**src/rtl/ep_rr_sched.sv**
```systemverilog
// rtl/ep_rr_sched.sv - round-robin turn scheduler for a shared PCIe TRN transmit endpoint
// Offers the tx bus to one channel at a time and flags drive without a turn or overlong holds.
module ep_rr_sched #(
  parameter int NCHN     = 4,
  parameter int TURN_TMO = 3,
  parameter int HOLD_MAX = 1024
) (
  input  logic                    pcie_clk,
  input  logic                    pcie_rst,
  input  logic [NCHN-1:0]         chn_reqep,
  input  logic [NCHN-1:0]         chn_drvn,
  output logic [NCHN-1:0]         chn_trn,
  output logic [$clog2(NCHN)-1:0] owner,
  output logic                    busy,
  input  logic                    err_clr,
  output logic [NCHN-1:0]         err_unsol,
  output logic [NCHN-1:0]         err_hold
);

  localparam int OW = $clog2(NCHN);
  localparam int HW = $clog2(HOLD_MAX + 1);

  typedef enum logic [1:0] {ST_SELECT, ST_OFFER, ST_OWNED, ST_GAP} state_t;

  state_t          r_state, w_state_nxt;
  logic [OW-1:0]   r_last, r_owner, w_next, w_owner_nxt;
  logic [OW:0]     w_idx;
  logic [3:0]      r_ocnt;
  logic [HW-1:0]   r_hold;
  logic [NCHN-1:0] r_trn, w_trn_nxt, w_hold_set;
  logic [NCHN-1:0] r_err_unsol, r_err_hold;
  logic            r_busy, w_busy_nxt;
  logic            w_own_drv, w_tmo;

  assign w_own_drv = chn_drvn[r_owner];
  assign w_tmo     = (r_ocnt == 4'(TURN_TMO - 1));

  // Scan downward so the nearest requester after the last owner is the final write.
  always_comb begin
    w_next = (r_last == OW'(NCHN - 1)) ? '0 : r_last + OW'(1);
    w_idx  = '0;
    for (int k = NCHN; k >= 1; k--) begin
      w_idx = {1'b0, r_last} + (OW+1)'(k);
      if (w_idx >= (OW+1)'(NCHN)) w_idx = w_idx - (OW+1)'(NCHN);
      if (chn_reqep[w_idx[OW-1:0]]) w_next = w_idx[OW-1:0];
    end
  end

  always_ff @(posedge pcie_clk) begin
    if (pcie_rst) r_state <= ST_SELECT;
    else          r_state <= w_state_nxt;
  end

  always_comb begin
    w_state_nxt = r_state;
    case (r_state)
      ST_SELECT: w_state_nxt = ST_OFFER;
      ST_OFFER: begin
        if (w_own_drv)  w_state_nxt = ST_OWNED;
        else if (w_tmo) w_state_nxt = ST_GAP;
      end
      ST_OWNED:  if (!w_own_drv) w_state_nxt = ST_GAP;
      ST_GAP:    w_state_nxt = ST_SELECT;
      default:   w_state_nxt = ST_SELECT;
    endcase
  end

  // Outputs are computed from the next state so chn_trn/busy/owner leave flops directly.
  always_comb begin
    w_owner_nxt = (r_state == ST_SELECT) ? w_next : r_owner;
    w_trn_nxt   = '0;
    if (w_state_nxt == ST_OFFER || w_state_nxt == ST_OWNED) w_trn_nxt[w_owner_nxt] = 1'b1;
    w_busy_nxt  = (w_state_nxt == ST_OWNED);
    w_hold_set  = '0;
    if (r_state == ST_OWNED && w_own_drv && r_hold == HW'(HOLD_MAX - 1)) w_hold_set[r_owner] = 1'b1;
  end

  always_ff @(posedge pcie_clk) begin
    if (pcie_rst) begin
      r_last      <= OW'(NCHN - 1);
      r_owner     <= '0;
      r_trn       <= '0;
      r_busy      <= 1'b0;
      r_ocnt      <= '0;
      r_hold      <= '0;
      r_err_unsol <= '0;
      r_err_hold  <= '0;
    end else begin
      if (r_state == ST_SELECT) r_last <= w_next;
      r_owner <= w_owner_nxt;
      r_trn   <= w_trn_nxt;
      r_busy  <= w_busy_nxt;
      r_ocnt  <= (r_state == ST_OFFER && w_state_nxt == ST_OFFER) ? r_ocnt + 4'd1 : 4'd0;
      if (r_state == ST_OWNED && w_state_nxt == ST_OWNED)
        r_hold <= (r_hold == HW'(HOLD_MAX)) ? r_hold : r_hold + HW'(1);
      else
        r_hold <= '0;
      // r_trn is exactly "holds the turn"; a new event beats a coincident clear.
      r_err_unsol <= (err_clr ? '0 : r_err_unsol) | (chn_drvn & ~r_trn);
      r_err_hold  <= (err_clr ? '0 : r_err_hold) | w_hold_set;
    end
  end

  assign chn_trn   = r_trn;
  assign owner     = r_owner;
  assign busy      = r_busy;
  assign err_unsol = r_err_unsol;
  assign err_hold  = r_err_hold;

endmodule

```
**config.mk**
```make
export PLATFORM = sky130hd
export DESIGN_NAME = ep_rr_sched
export DESIGN_NICKNAME = d
export VERILOG_FILES = /design/src/rtl/ep_rr_sched.sv
export SDC_FILE = /design/constraint.sdc
export NUM_CORES = 1
export LEC_CHECK = 0
export ABC_CLOCK_PERIOD_IN_PS = 2600
export BUFFER_PORTS_ARGS = -buffer_cell sky130_fd_sc_hd__buf_2
export CAP_MARGIN = 10
export CORE_MARGIN = 2
export CORE_UTILIZATION = 50
export CTS_BUF_LIST = sky130_fd_sc_hd__clkbuf_8 sky130_fd_sc_hd__clkbuf_16
export DETAILED_ROUTE_END_ITERATION = 10
export PLACE_DENSITY = 0.73
export SKIP_LAST_GASP = 1
export SLEW_MARGIN = 25
export SYNTH_ARGS = -nofsm -noshare
export SYNTH_HDL_FRONTEND = slang
export SYNTH_SLANG_ARGS = --single-unit
```
**constraint.sdc**
```tcl
create_clock -name pcie_clk -period 2.6 [get_ports pcie_clk]
set_clock_uncertainty 0.1 [all_clocks]
set_input_delay 0.13 -clock pcie_clk [delete_from_list [all_inputs] [get_ports pcie_clk]]
set_output_delay 0.13 -clock pcie_clk [all_outputs]
set_load 0.02 [all_outputs]
```
==> flow_summary.rst, run 1 <==
.. list-table::
   :header-rows: 1

   * - Metric
     - Value
   * - Fraction of final layout cells sized beyond drive strength 1
     - 22.17%
   * - Top library cells by usage in the layout, fill and taps aside
     - sky130_fd_sc_hd__dfxtp_1 (34), sky130_fd_sc_hd__nor2_1 (27), sky130_fd_sc_hd__buf_2 (25)
   * - Layout-stage area growth over the synthesis result
     - 15.77%
   * - Later-pin clock latency in the skew report
     - 280 ps
   * - Sort of element at the end of the critical path
     - flip-flop
   * - Peak Freq
     - 0.4211 GHz
   * - Routability cong.
     - 0.7624
   * - #FFs+latches synth
     - 34
   * - Clock tree from TritonCTS
     - yes
   * - Total number of yosys warnings
     - 0
   * - Required time of the worst setup path
     - 2660 ps
   * - Post-route antenna net violation count
     - 0
   * - Portion of the clock cycle consumed by the worst path in the final layout
     - 91.33%
   * - Initial core utilization
     - 51.51%
   * - Number of hold buffers added after CTS
     - 0
   * - Antenna violations before repair
     - 0
   * - Maximum buffer depth of the clock tree
     - 2
   * - Path category of the worst min-delay check
     - primary input to flip-flop
   * - Number of antenna diodes
     - 0
   * - Clock edge transition at the registers on the reported setup and hold paths
     - about 70 ps
   * - Largest family of logic cells by synthesized area
     - simple AND/OR/NAND/NOR gates
   * - Primary flip-flop cell chosen by synthesis mapping
     - sky130_fd_sc_hd__dfxtp_1
   * - Ys async rst share
     - 0%
   * - Number of placed instances with taps included
     - 251
   * - Tightest Pin Transition
     - 355.9 ps
   * - Clock root buffer master
     - sky130_fd_sc_hd__clkbuf_8
   * - Max stage delay cell, worst path
     - sky130_fd_sc_hd__mux4_2
   * - Total Routed Length
     - around 3500 µm
   * - Crit path buffers/inverters
     - 1
   * - Simple-gate area share of the yosys netlist
     - 24.43%
   * - Overall overflow remaining after global route
     - 0
   * - Crit Path Max Fanout
     - 8
   * - Unrepaired setup endpoints after global routing
     - false
   * - Number of gates resized after CTS
     - 0
   * - Pre-antenna DRT Iters
     - 4
   * - Overall Global Routing Usage
     - 19.35%
   * - Final cell count without fillers
     - between 200 and 300
   * - Average wire length per cell after detail routing
     - 13.50 µm
   * - Compound-Gate Fraction of Synth Area
     - between 10% and 20%
   * - Number of clock sinks seen by CTS
     - 34
   * - Status
     - completed
   * - Max-cap check violation count
     - 0
   * - Core Area
     - 3311 µm²
   * - Maximum cell stage delay along the critical path
     - 570 ps
   * - Multiplexer area fraction after synthesis
     - 3.815%
   * - Synth Instances
     - 183
   * - Unique masters post-synth
     - 44
   * - Die Width
     - about 62 µm
   * - Estimated wirelength of the detail-placed design
     - approximately 2600 µm
   * - LEAKAGE
     - 0.8126 nW
   * - TritonCTS Buffers
     - 5
   * - Quantity of I/O buffers inserted on ports
     - 25
   * - Number of synthesized flops with an enable pin
     - 0
   * - Crit Path Class
     - flip-flop to flip-flop
   * - Number of setup buffers added after CTS
     - 0
   * - Syn Nets
     - 201
   * - Vias in the first global route
     - 1421
   * - Synth Area per Inst
     - 9.319 µm²
   * - Total count of hold-check failures in the final report
     - 0
   * - Peak supply drop
     - between 0.0004 and 0.0005 V
   * - Synth Area in XOR/XNOR
     - 5.649%
   * - Kind of launch point of the worst setup path
     - flip-flop
   * - Area of the mapped netlist
     - 1705 µm²
   * - Largest delay contributor family on the critical path
     - multiplexers
   * - 1st-iter DRT viols
     - 58
   * - H-tree lvl count
     - 2
   * - Max-slew violations
     - 0
   * - Net total in the final layout
     - 230
   * - Portion of the post-synthesis area used by sequential elements
     - 39.91%
   * - Most common cell after layout, fill and taps aside
     - sky130_fd_sc_hd__dfxtp_1
   * - Post-route minimum period
     - between 2000 and 2500 ps
   * - Power per Cell Area
     - between 900 and 1000 nW/µm²
   * - Adder-cell share of the synthesized area
     - between 5 and 6%
   * - Number of cell rows
     - 21
   * - Wire length of the first global-routing pass
     - 6016 µm
   * - Sum of negative setup slack
     - 0 ps
   * - Pin count of the biggest net entering global routing
     - 18
   * - Count of endpoints failing setup in the final report
     - 0
   * - Residual DRC
     - 0
   * - Relative slew margins
     - 76.18%
   * - Critical-path cell list
     - mux4_2, a21o_1, a21oi_1, inv_1, ha_1, nor2b_1, nand2_1, nor2_1
   * - Die outline area
     - 3894 µm²
   * - Via-per-instance ratio
     - 5.399
   * - Top-level I/O count
     - 26
   * - Total number of vias
     - ~1400
   * - Critical Path AT
     - 2440 ps
   * - Die height
     - 62.40 µm
==> worst paths after layout <==
kind | slack [ps] | end | depth (start not counted) | start
max | 230 | r_hold[0]$_SDFFE_PP0P_ | 8 | owner[0]$_SDFF_PP0_
min | 20 | err_unsol[2]$_SDFF_PP0_ | 3 | chn_drvn[2]
max reg2reg | 230 | r_hold[0]$_SDFFE_PP0P_ | 8 | owner[0]$_SDFF_PP0_
min reg2reg | 370 | r_ocnt[0]$_SDFF_PP0_ | 1 | r_ocnt[0]$_SDFF_PP0_
==> metal layers <==
metal	track usage (%)	routed length, µm	vias to the layer above
li1	-	-	697
met1	21.86	1502	670
met2	34.81	1823	21
met3	3.423	86	5
met4	9.722	70	0
met5	0	0	-
==> Yosys cell counts, drive strengths merged, types with 6 or more instances <==
master	instances	area share (%)
nor2	27	5.9
ha	7	5.1
dfxtp	34	40
nor2b	7	2.6
o21ai	6	1.8
nand2	8	1.8
nand3	8	2.3
inv	9	2.0
a21oi	9	2.6
nand2b	11	4.5
and3	6	2.3
xnor2	6	3.1
==> cell type report <==
class                   count  area [µm²]
flip-flops and latches     34       680.7
inverters                   9       33.78
fillers                   311        1336
well taps                  46       57.56
multi-input cells         135       949.7
clock inverters             1       30.03
clock buffers               6       82.58
repair buffers             27       140.1
==> power breakdown <==
part           switching, mW  total (mW)  internal (mW)  leakage (nW)
Sequential            0.0571       0.647          0.590         0.277
Combinational          0.436       0.773          0.337         0.478
Clock                  0.178       0.485          0.306        0.0573
Total                  0.671        1.90           1.23         0.813
==> worst min-delay path: stages <==
cell and delay [ps]:
sky130_fd_sc_hd__buf_2 100, sky130_fd_sc_hd__nand2b_1 60, sky130_fd_sc_hd__a21oi_1 50
==> cells by family (layout without fill, tap and decap cells) <==
kind of cell	Yosys count	in the layout
multiplexers	5	5
adder cells (fa/ha/maj)	8	8
XOR/XNOR	11	11
AND/OR/NAND/NOR	79	79
AO/OA/AOI/OAI	32	32
buffers and inverters	14	43
flip-flops	34	34
==> metrics by stage <==
stage	hold slack [ps]	power [mW]	worst slack (ps)	area [µm²]	util [%]
after floorplan	179.2	1.288	339.6	1705	-
after global placement	308.3	1.390	367.6	1862	56.24
after detailed placement	311.1	1.425	241.8	1862	56.24
after CTS	3.427	1.917	214.4	1974	59.64
after global routing	18.42	2.028	72.11	1974	59.64
final	15.95	1.905	225.4	1974	59.64
==> state kept, by name (all words and copies together), names as in the netlist <==
signal and flops:
busy 1, chn_trn 4, err_hold 4, err_unsol 4, owner 2, r_hold 11
r_last 2, r_ocnt 4, r_state 2
Power figures use the tool's default switching activity.
==> inputs of run 2 (changes only) <==
--- a/config.mk
+++ b/config.mk
@@ -8,11 +8,13 @@
 export ABC_CLOCK_PERIOD_IN_PS = 2600
 export BUFFER_PORTS_ARGS = -buffer_cell sky130_fd_sc_hd__buf_2
 export CAP_MARGIN = 10
+export CORE_ASPECT_RATIO = 0.8
 export CORE_MARGIN = 2
 export CORE_UTILIZATION = 50
 export CTS_BUF_LIST = sky130_fd_sc_hd__clkbuf_8 sky130_fd_sc_hd__clkbuf_16
 export DETAILED_ROUTE_END_ITERATION = 10
 export PLACE_DENSITY = 0.73
+export RECOVER_POWER = 50
 export SKIP_LAST_GASP = 1
 export SLEW_MARGIN = 25
 export SYNTH_ARGS = -nofsm -noshare
==> run 2 against run 1 <==
Compared with the run above:
- worst hold slack gained 7.9 ps
- final area shrank 2.9%
- critical path depth unchanged
- core utilization grew 0.73 points
- maximum frequency decreased by 0.27%
- first-iteration DRC count increased by 100%
- clock power fell by 18%
- critical endpoint is now r_hold[5]$_SDFFE_PP0P_
- sequential power grew 0.8%
- sequential share of layout area is 1.0 points higher
- final cell count fell by 1.9%
- largest power group unchanged
- non-clock buffer count stayed put
==> flow_summary.rst, run 2 (same netlist as run 1, synthesis figures left out) <==
.. list-table::
   :header-rows: 1

   * - Metric
     - Value
   * - Status
     - completed
   * - Portion of the clock cycle consumed by the worst path in the final layout
     - about nine tenths
   * - Fraction of final layout cells sized beyond drive strength 1
     - 14.08%
   * - Vias in the first global route
     - 1300
   * - Relative slew margins
     - 77.16%
   * - Overall Global Routing Usage
     - 19.03%
   * - Worst min-delay path startpoint
     - chn_drvn[1]
   * - Clock tree from TritonCTS
     - yes
   * - Overall overflow remaining after global route
     - 0
   * - LEAKAGE
     - roughly 0.74 nW
   * - Net total in the final layout
     - 230
   * - H-tree lvl count
     - 2
   * - Number of placed instances with taps included
     - around 250
   * - Crit Path Max Fanout
     - 8
   * - Peak supply drop
     - 0.0008705 V
   * - Top-level I/O count
     - 26
   * - Max-cap check violation count
     - 0
   * - Worst R2R Path Depth
     - 8
   * - Post-route minimum period
     - ~2400 ps
   * - Hold slack final
     - 23.87 ps
   * - Number of antenna diodes
     - 0
   * - TritonCTS Buffers
     - 5
   * - Number of clock sinks seen by CTS
     - 34
   * - Required time of the worst setup path
     - 2660 ps
   * - Total Routed Length
     - 3400 µm
   * - Die height
     - 56.24 µm
   * - Worst hold path endpoint
     - err_unsol[1]$_SDFF_PP0_
   * - DP Worst Slack
     - ~240 ps
   * - Kind of launch point of the worst setup path
     - flip-flop
   * - Clock edge transition at the registers on the reported setup and hold paths
     - 70 ps
   * - Final core utilization
     - 60.36%
   * - Quantity of I/O buffers inserted on ports
     - 25
   * - Count of endpoints failing setup in the final report
     - 0
   * - Final cell count without fillers
     - 253
   * - Layout-stage area growth over the synthesis result
     - 12.40%
   * - Total number of vias
     - 1391
   * - Number of setup buffers added after CTS
     - 0
   * - Maximum buffer depth of the clock tree
     - 2
   * - Initial core utilization
     - 53.70%
   * - Register name with the most flops
     - r_hold
   * - Residual DRC
     - 0
   * - Most common cell after layout, fill and taps aside
     - sky130_fd_sc_hd__dfxtp_1
   * - Routability cong.
     - 0.8093
   * - Unrepaired setup endpoints after global routing
     - false
   * - Die outline area
     - 3897 µm²
   * - Number of cell rows
     - 18
   * - Post-route antenna net violation count
     - 0
   * - Clock root buffer master
     - sky130_fd_sc_hd__clkbuf_8
   * - Critical Path AT
     - 2450 ps
   * - 1st-iter DRT viols
     - 116
   * - Core Area
     - 3176 µm²
   * - PnR worst setup slack
     - 219.0 ps
   * - Number of gates resized after CTS
     - 0
   * - Total count of hold-check failures in the final report
     - 0
   * - Sort of element at the end of the critical path
     - flip-flop
   * - Max-slew violations
     - 0
   * - Peak Freq
     - approximately 0.42 GHz
   * - Wire length of the first global-routing pass
     - 6009 µm
   * - Later-pin clock latency in the skew report
     - ~280 ps
   * - Tightest Pin Transition
     - 339.9 ps
   * - Worst R2R Start
     - owner[0]$_SDFF_PP0_
   * - Destination of the worst register-to-register timing path
     - r_hold[5]$_SDFFE_PP0P_
   * - Via-per-instance ratio
     - 5.498
   * - Estimated wirelength of the detail-placed design
     - 2637 µm
   * - Max reg flops
     - 11
   * - Worst Hold Path Cells
     - 3
   * - Sum of negative setup slack
     - 0 ps
   * - Path category of the worst min-delay check
     - primary input to flip-flop
   * - Die Width
     - between 60 and 70 µm
   * - Average wire length per cell after detail routing
     - 13.44 µm
   * - Pin count of the biggest net entering global routing
     - 18
   * - Power per Cell Area
     - 933.2 nW/µm²
   * - Number of hold buffers added after CTS
     - 0
   * - Pre-antenna DRT Iters
     - 4
   * - Crit Path Class
     - flip-flop to flip-flop
   * - Top library cells by usage in the layout, fill and taps aside
     - sky130_fd_sc_hd__dfxtp_1 (34), sky130_fd_sc_hd__nor2_1 (27), sky130_fd_sc_hd__clkbuf_1 (15)
   * - Antenna violations before repair
     - 0
   * - Register-to-register path setup slack
     - 220 ps
## run 2: cell types whose count changed in the layout (fill, tap and decap cells not counted), sizes merged
cell / delta
buf: -15
bufinv: -1
clkbuf: +15
clkinv: +1
clkinvlp: +1
## run 2: per-layer routing
metal  vias to the layer above  routed length (µm)  global-route usage (%)
met1                       655                1630                   25.20
met5                         -                   0                       0
met3                         4                 140                   5.978
met2                        38                1578                   29.26
li1                        694                   -                       -
met4                         0                  51                   6.723
## run 2: power by group
| group | switching (mW) | internal, mW |
|---|---|---|
| sequential | 0.0622 | 0.590 |
| combinational | 0.427 | 0.312 |
| clock | 0.186 | 0.213 |
| total | 0.674 | 1.11 |
## run 2: how the worst max path moves through the flow
stage	endpoint	depth (start not counted)	from	slack, ps
global placement	r_hold[4]$_SDFFE_PP0P_	8	owner[0]$_SDFF_PP0_	350
CTS	r_hold[7]$_SDFFE_PP0P_	8	owner[0]$_SDFF_PP0_	230
floorplan	r_hold[0]$_SDFFE_PP0P_	8	owner[0]$_SDFF_PP0_	340
finish	r_hold[5]$_SDFFE_PP0P_	8	owner[0]$_SDFF_PP0_	220
detailed placement	r_hold[7]$_SDFFE_PP0P_	8	owner[0]$_SDFF_PP0_	240
global route	r_hold[4]$_SDFFE_PP0P_	8	owner[0]$_SDFF_PP0_	10
## run 2: cell type report
class | count | area, µm²
Sequential cell | 34 | 680.7
Inverter | 9 | 33.78
Fill cell | 287 | 1259
Timing Repair Buffer | 27 | 121.4
Clock buffer | 6 | 82.58
Clock inverter | 2 | 12.51
Tap cell | 40 | 50.05
Multi-Input combinational cell | 135 | 935.9
## run 2: worst max-delay path: stages, from the launching register on
cell                      delay, ps
sky130_fd_sc_hd__dfxtp_1        440
sky130_fd_sc_hd__mux4_2         580
sky130_fd_sc_hd__a21o_1         180
sky130_fd_sc_hd__a21oi_1        240
sky130_fd_sc_hd__inv_1           70
sky130_fd_sc_hd__ha_1           200
sky130_fd_sc_hd__nor2b_1        150
sky130_fd_sc_hd__nand2_1        230
sky130_fd_sc_hd__nor2_1          80
## run 2: metrics by stage
stage,cell area (µm²),total power [mW]
after global routing,1917,1.915
after CTS,1949,1.828
final,1917,1.789
after floorplan,1705,1.288
after detailed placement,1854,1.428
after global placement,1854,1.395
==> inputs of run 3 (changes only) <==
--- a/config.mk
+++ b/config.mk
@@ -5,7 +5,7 @@
 export SDC_FILE = /design/constraint.sdc
 export NUM_CORES = 1
 export LEC_CHECK = 0
-export ABC_CLOCK_PERIOD_IN_PS = 2600
+export ABC_CLOCK_PERIOD_IN_PS = 2780
 export BUFFER_PORTS_ARGS = -buffer_cell sky130_fd_sc_hd__buf_2
 export CAP_MARGIN = 10
 export CORE_ASPECT_RATIO = 0.8
@@ -13,7 +13,7 @@
 export CORE_UTILIZATION = 50
 export CTS_BUF_LIST = sky130_fd_sc_hd__clkbuf_8 sky130_fd_sc_hd__clkbuf_16
 export DETAILED_ROUTE_END_ITERATION = 10
-export PLACE_DENSITY = 0.73
+export PLACE_DENSITY = 0.8
 export RECOVER_POWER = 50
 export SKIP_LAST_GASP = 1
 export SLEW_MARGIN = 25
==> constraint.sdc (replaced) <==
create_clock -name pcie_clk -period 2.78 [get_ports pcie_clk]
set_clock_uncertainty 0.1 [all_clocks]
set_input_delay 0.139 -clock pcie_clk [delete_from_list [all_inputs] [get_ports pcie_clk]]
set_output_delay 0.139 -clock pcie_clk [all_outputs]
set_load 0.02 [all_outputs]
==> run 3 against run 2 <==
Compared with the run above:
- final cell count is 0.40% lower
- sequential cell count unchanged
- total power fell by 3.1%
- global-route usage decreased by 2.3 points
- maximum frequency is 0.35% lower
- largest power group unchanged
- wire length fell by 7.7%
- clock-buffer cell count decreased by 1
==> flow_summary.rst, run 3 (same netlist as run 1, synthesis figures left out) <==
.. list-table::
   :header-rows: 1

   * - Metric
     - Value
   * - Status
     - completed
   * - Pin count of the biggest net entering global routing
     - 18
   * - H-tree lvl count
     - 2
   * - Net total in the final layout
     - 229
   * - Sort of element at the end of the critical path
     - flip-flop
   * - Total length of routed met2 wires
     - 1295 µm
   * - Max-slew violations
     - 0
   * - Worst R2R Path Depth
     - 8
   * - LEAKAGE
     - ~0.75 nW
   * - Pre-antenna DRT Iters
     - 4
   * - Portion of the clock cycle consumed by the worst path in the final layout
     - roughly 86%
   * - Critical Path AT
     - 2450 ps
   * - Kind of launch point of the worst setup path
     - flip-flop
   * - Power per Cell Area
     - 896.5 nW/µm²
   * - Antenna violations before repair
     - 0
   * - Worst Hold Path Cells
     - 3
   * - Peak supply drop
     - around 0.00055 V
   * - Die height
     - between 50 and 60 µm
   * - Register-to-register path setup slack
     - 390 ps
   * - Vias in the first global route
     - roughly 1200
   * - Tightest Pin Transition
     - 456.9 ps
   * - TritonCTS Buffers
     - 5
   * - Top layer used by detailed routing
     - met4
   * - Clock tree from TritonCTS
     - yes
   * - Register name with the most flops
     - r_hold
   * - Number of hold buffers added after CTS
     - 0
   * - Quantity of I/O buffers inserted on ports
     - 25
   * - Top library cells by usage in the layout, fill and taps aside
     - sky130_fd_sc_hd__dfxtp_1 (34), sky130_fd_sc_hd__nor2_1 (27), sky130_fd_sc_hd__clkbuf_1 (15)
   * - Core Area
     - between 3000 and 4000 µm²
   * - Relative slew margins
     - 69.50%
   * - Total count of hold-check failures in the final report
     - 0
   * - Count of endpoints failing setup in the final report
     - 0
   * - Crit Path Class
     - flip-flop to flip-flop
   * - Peak Freq
     - 0.4185 GHz
   * - 1st-iter DRT viols
     - 95
   * - Source of the critical timing path
     - owner[0]$_SDFF_PP0_
   * - Number of clock sinks seen by CTS
     - 34
   * - Clock root buffer master
     - sky130_fd_sc_hd__clkbuf_8
   * - Residual DRC
     - 0
   * - Maximum buffer depth of the clock tree
     - 2
   * - Path category of the worst min-delay check
     - primary input to flip-flop
   * - Wire length of the first global-routing pass
     - roughly 5300 µm
   * - Estimated wirelength of the detail-placed design
     - 2334 µm
   * - Post-route minimum period
     - 2389 ps
   * - Average wire length per cell after detail routing
     - 12.46 µm
   * - Via-per-instance ratio
     - approximately 5.3
   * - Worst R2R Start
     - owner[0]$_SDFF_PP0_
   * - Crit Path Max Fanout
     - 8
   * - Clock edge transition at the registers on the reported setup and hold paths
     - about 70 ps
   * - Total Routed Length
     - 3139 µm
   * - Max-cap check violation count
     - 0
   * - Number of antenna diodes
     - 0
   * - Later-pin clock latency in the skew report
     - 280 ps
   * - Number of placed instances with taps included
     - 244
   * - Layout-stage area growth over the synthesis result
     - 13.35%
   * - Routability cong.
     - ~0.91
   * - Overall Global Routing Usage
     - 16.72%
   * - Met1 wire length
     - 1583 µm
   * - Destination of the worst register-to-register timing path
     - r_hold[0]$_SDFFE_PP0P_
   * - Worst hold path endpoint
     - err_unsol[0]$_SDFF_PP0_
   * - Final cell count without fillers
     - between 200 and 300
   * - Total number of vias
     - 1340
   * - Worst min-delay path startpoint
     - chn_drvn[0]
   * - Unrepaired setup endpoints after global routing
     - false
   * - Required time of the worst setup path
     - 2840 ps
   * - Number of cell rows
     - 18
   * - Fraction of final layout cells sized beyond drive strength 1
     - between 10 and 15%
   * - Top-level I/O count
     - 26
   * - Die Width
     - approximately 69 µm
   * - Sum of negative setup slack
     - 0 ps
   * - Post-route antenna net violation count
     - 0
   * - Number of gates resized after CTS
     - 0
   * - Max reg flops
     - 11
   * - Met3 routed wirelength
     - between 200 and 250 µm
   * - Number of setup buffers added after CTS
     - 0
   * - Overall overflow remaining after global route
     - 0
   * - Initial core utilization
     - between 50% and 60%
   * - Most common cell after layout, fill and taps aside
     - sky130_fd_sc_hd__dfxtp_1
   * - Die outline area
     - 3897 µm²
==> run 3: cell count changes in the layout (fill, tap and decap cells not counted), sizes merged <==
| cell | previous run | this run |
|---|---|---|
| buf | 12 | 11 |
| bufinv | 0 | 1 |
| clkinvlp | 1 | 0 |
| inv | 9 | 11 |
| clkinv | 1 | 0 |
| clkbuf | 21 | 20 |
==> run 3: worst max path at each step <==
stage | endpoint | cells after the start
6_report | r_hold[0]$_SDFFE_PP0P_ | 8
5_1_grt | r_hold[0]$_SDFFE_PP0P_ | 8
4_1_cts | r_hold[0]$_SDFFE_PP0P_ | 8
3_5_place_dp | r_hold[10]$_SDFFE_PP0P_ | 8
3_3_place_gp | r_hold[7]$_SDFFE_PP0P_ | 8
2_1_floorplan | r_hold[0]$_SDFFE_PP0P_ | 8
==> run 3: per-layer routing <==
layer	track usage (%)	vias to the layer above
met5	0	-
met4	8.964	0
met3	3.804	5
met2	23.76	42
met1	23.39	599
li1	-	694
==> run 3: power by group <==
group	internal (mW)	total, mW	switching [mW]
logic	0.295	0.674	0.378
registers	0.552	0.630	0.0780
clock network	0.261	0.429	0.169
==> run 3: cell type report <==
type,count,area [µm²]
Fill cell,281,1242
Multi-Input combinational cell,135,948.4
Sequential cell,34,680.7
Timing Repair Buffer,26,113.9
Clock buffer,5,68.82
Tap cell,40,50.05
Clock inverter,3,37.54
Inverter,9,33.78
==> run 3: critical path, stage by stage, from the launching register on <==
cell and delay, ps:
sky130_fd_sc_hd__dfxtp_1 440, sky130_fd_sc_hd__mux4_2 570, sky130_fd_sc_hd__a21o_1 170, sky130_fd_sc_hd__a21oi_1 260
sky130_fd_sc_hd__inv_1 80, sky130_fd_sc_hd__ha_1 190, sky130_fd_sc_hd__nor2b_1 140, sky130_fd_sc_hd__nand2_1 250
sky130_fd_sc_hd__nor2_1 80
==> run 3: stage by stage <==
step	power (mW)	hold slack, ps	utilization [%]	worst slack, ps	cell area (µm²)
floorplan	1.205	188.2	-	519.6	1705
global placement	1.306	310.9	58.16	389.9	1847
detailed placement	1.312	316.8	58.16	389.6	1847
CTS	1.745	14.54	61.51	383.3	1953
global route	1.834	26.01	60.87	233.0	1933
finish	1.733	24.41	60.87	390.5	1933
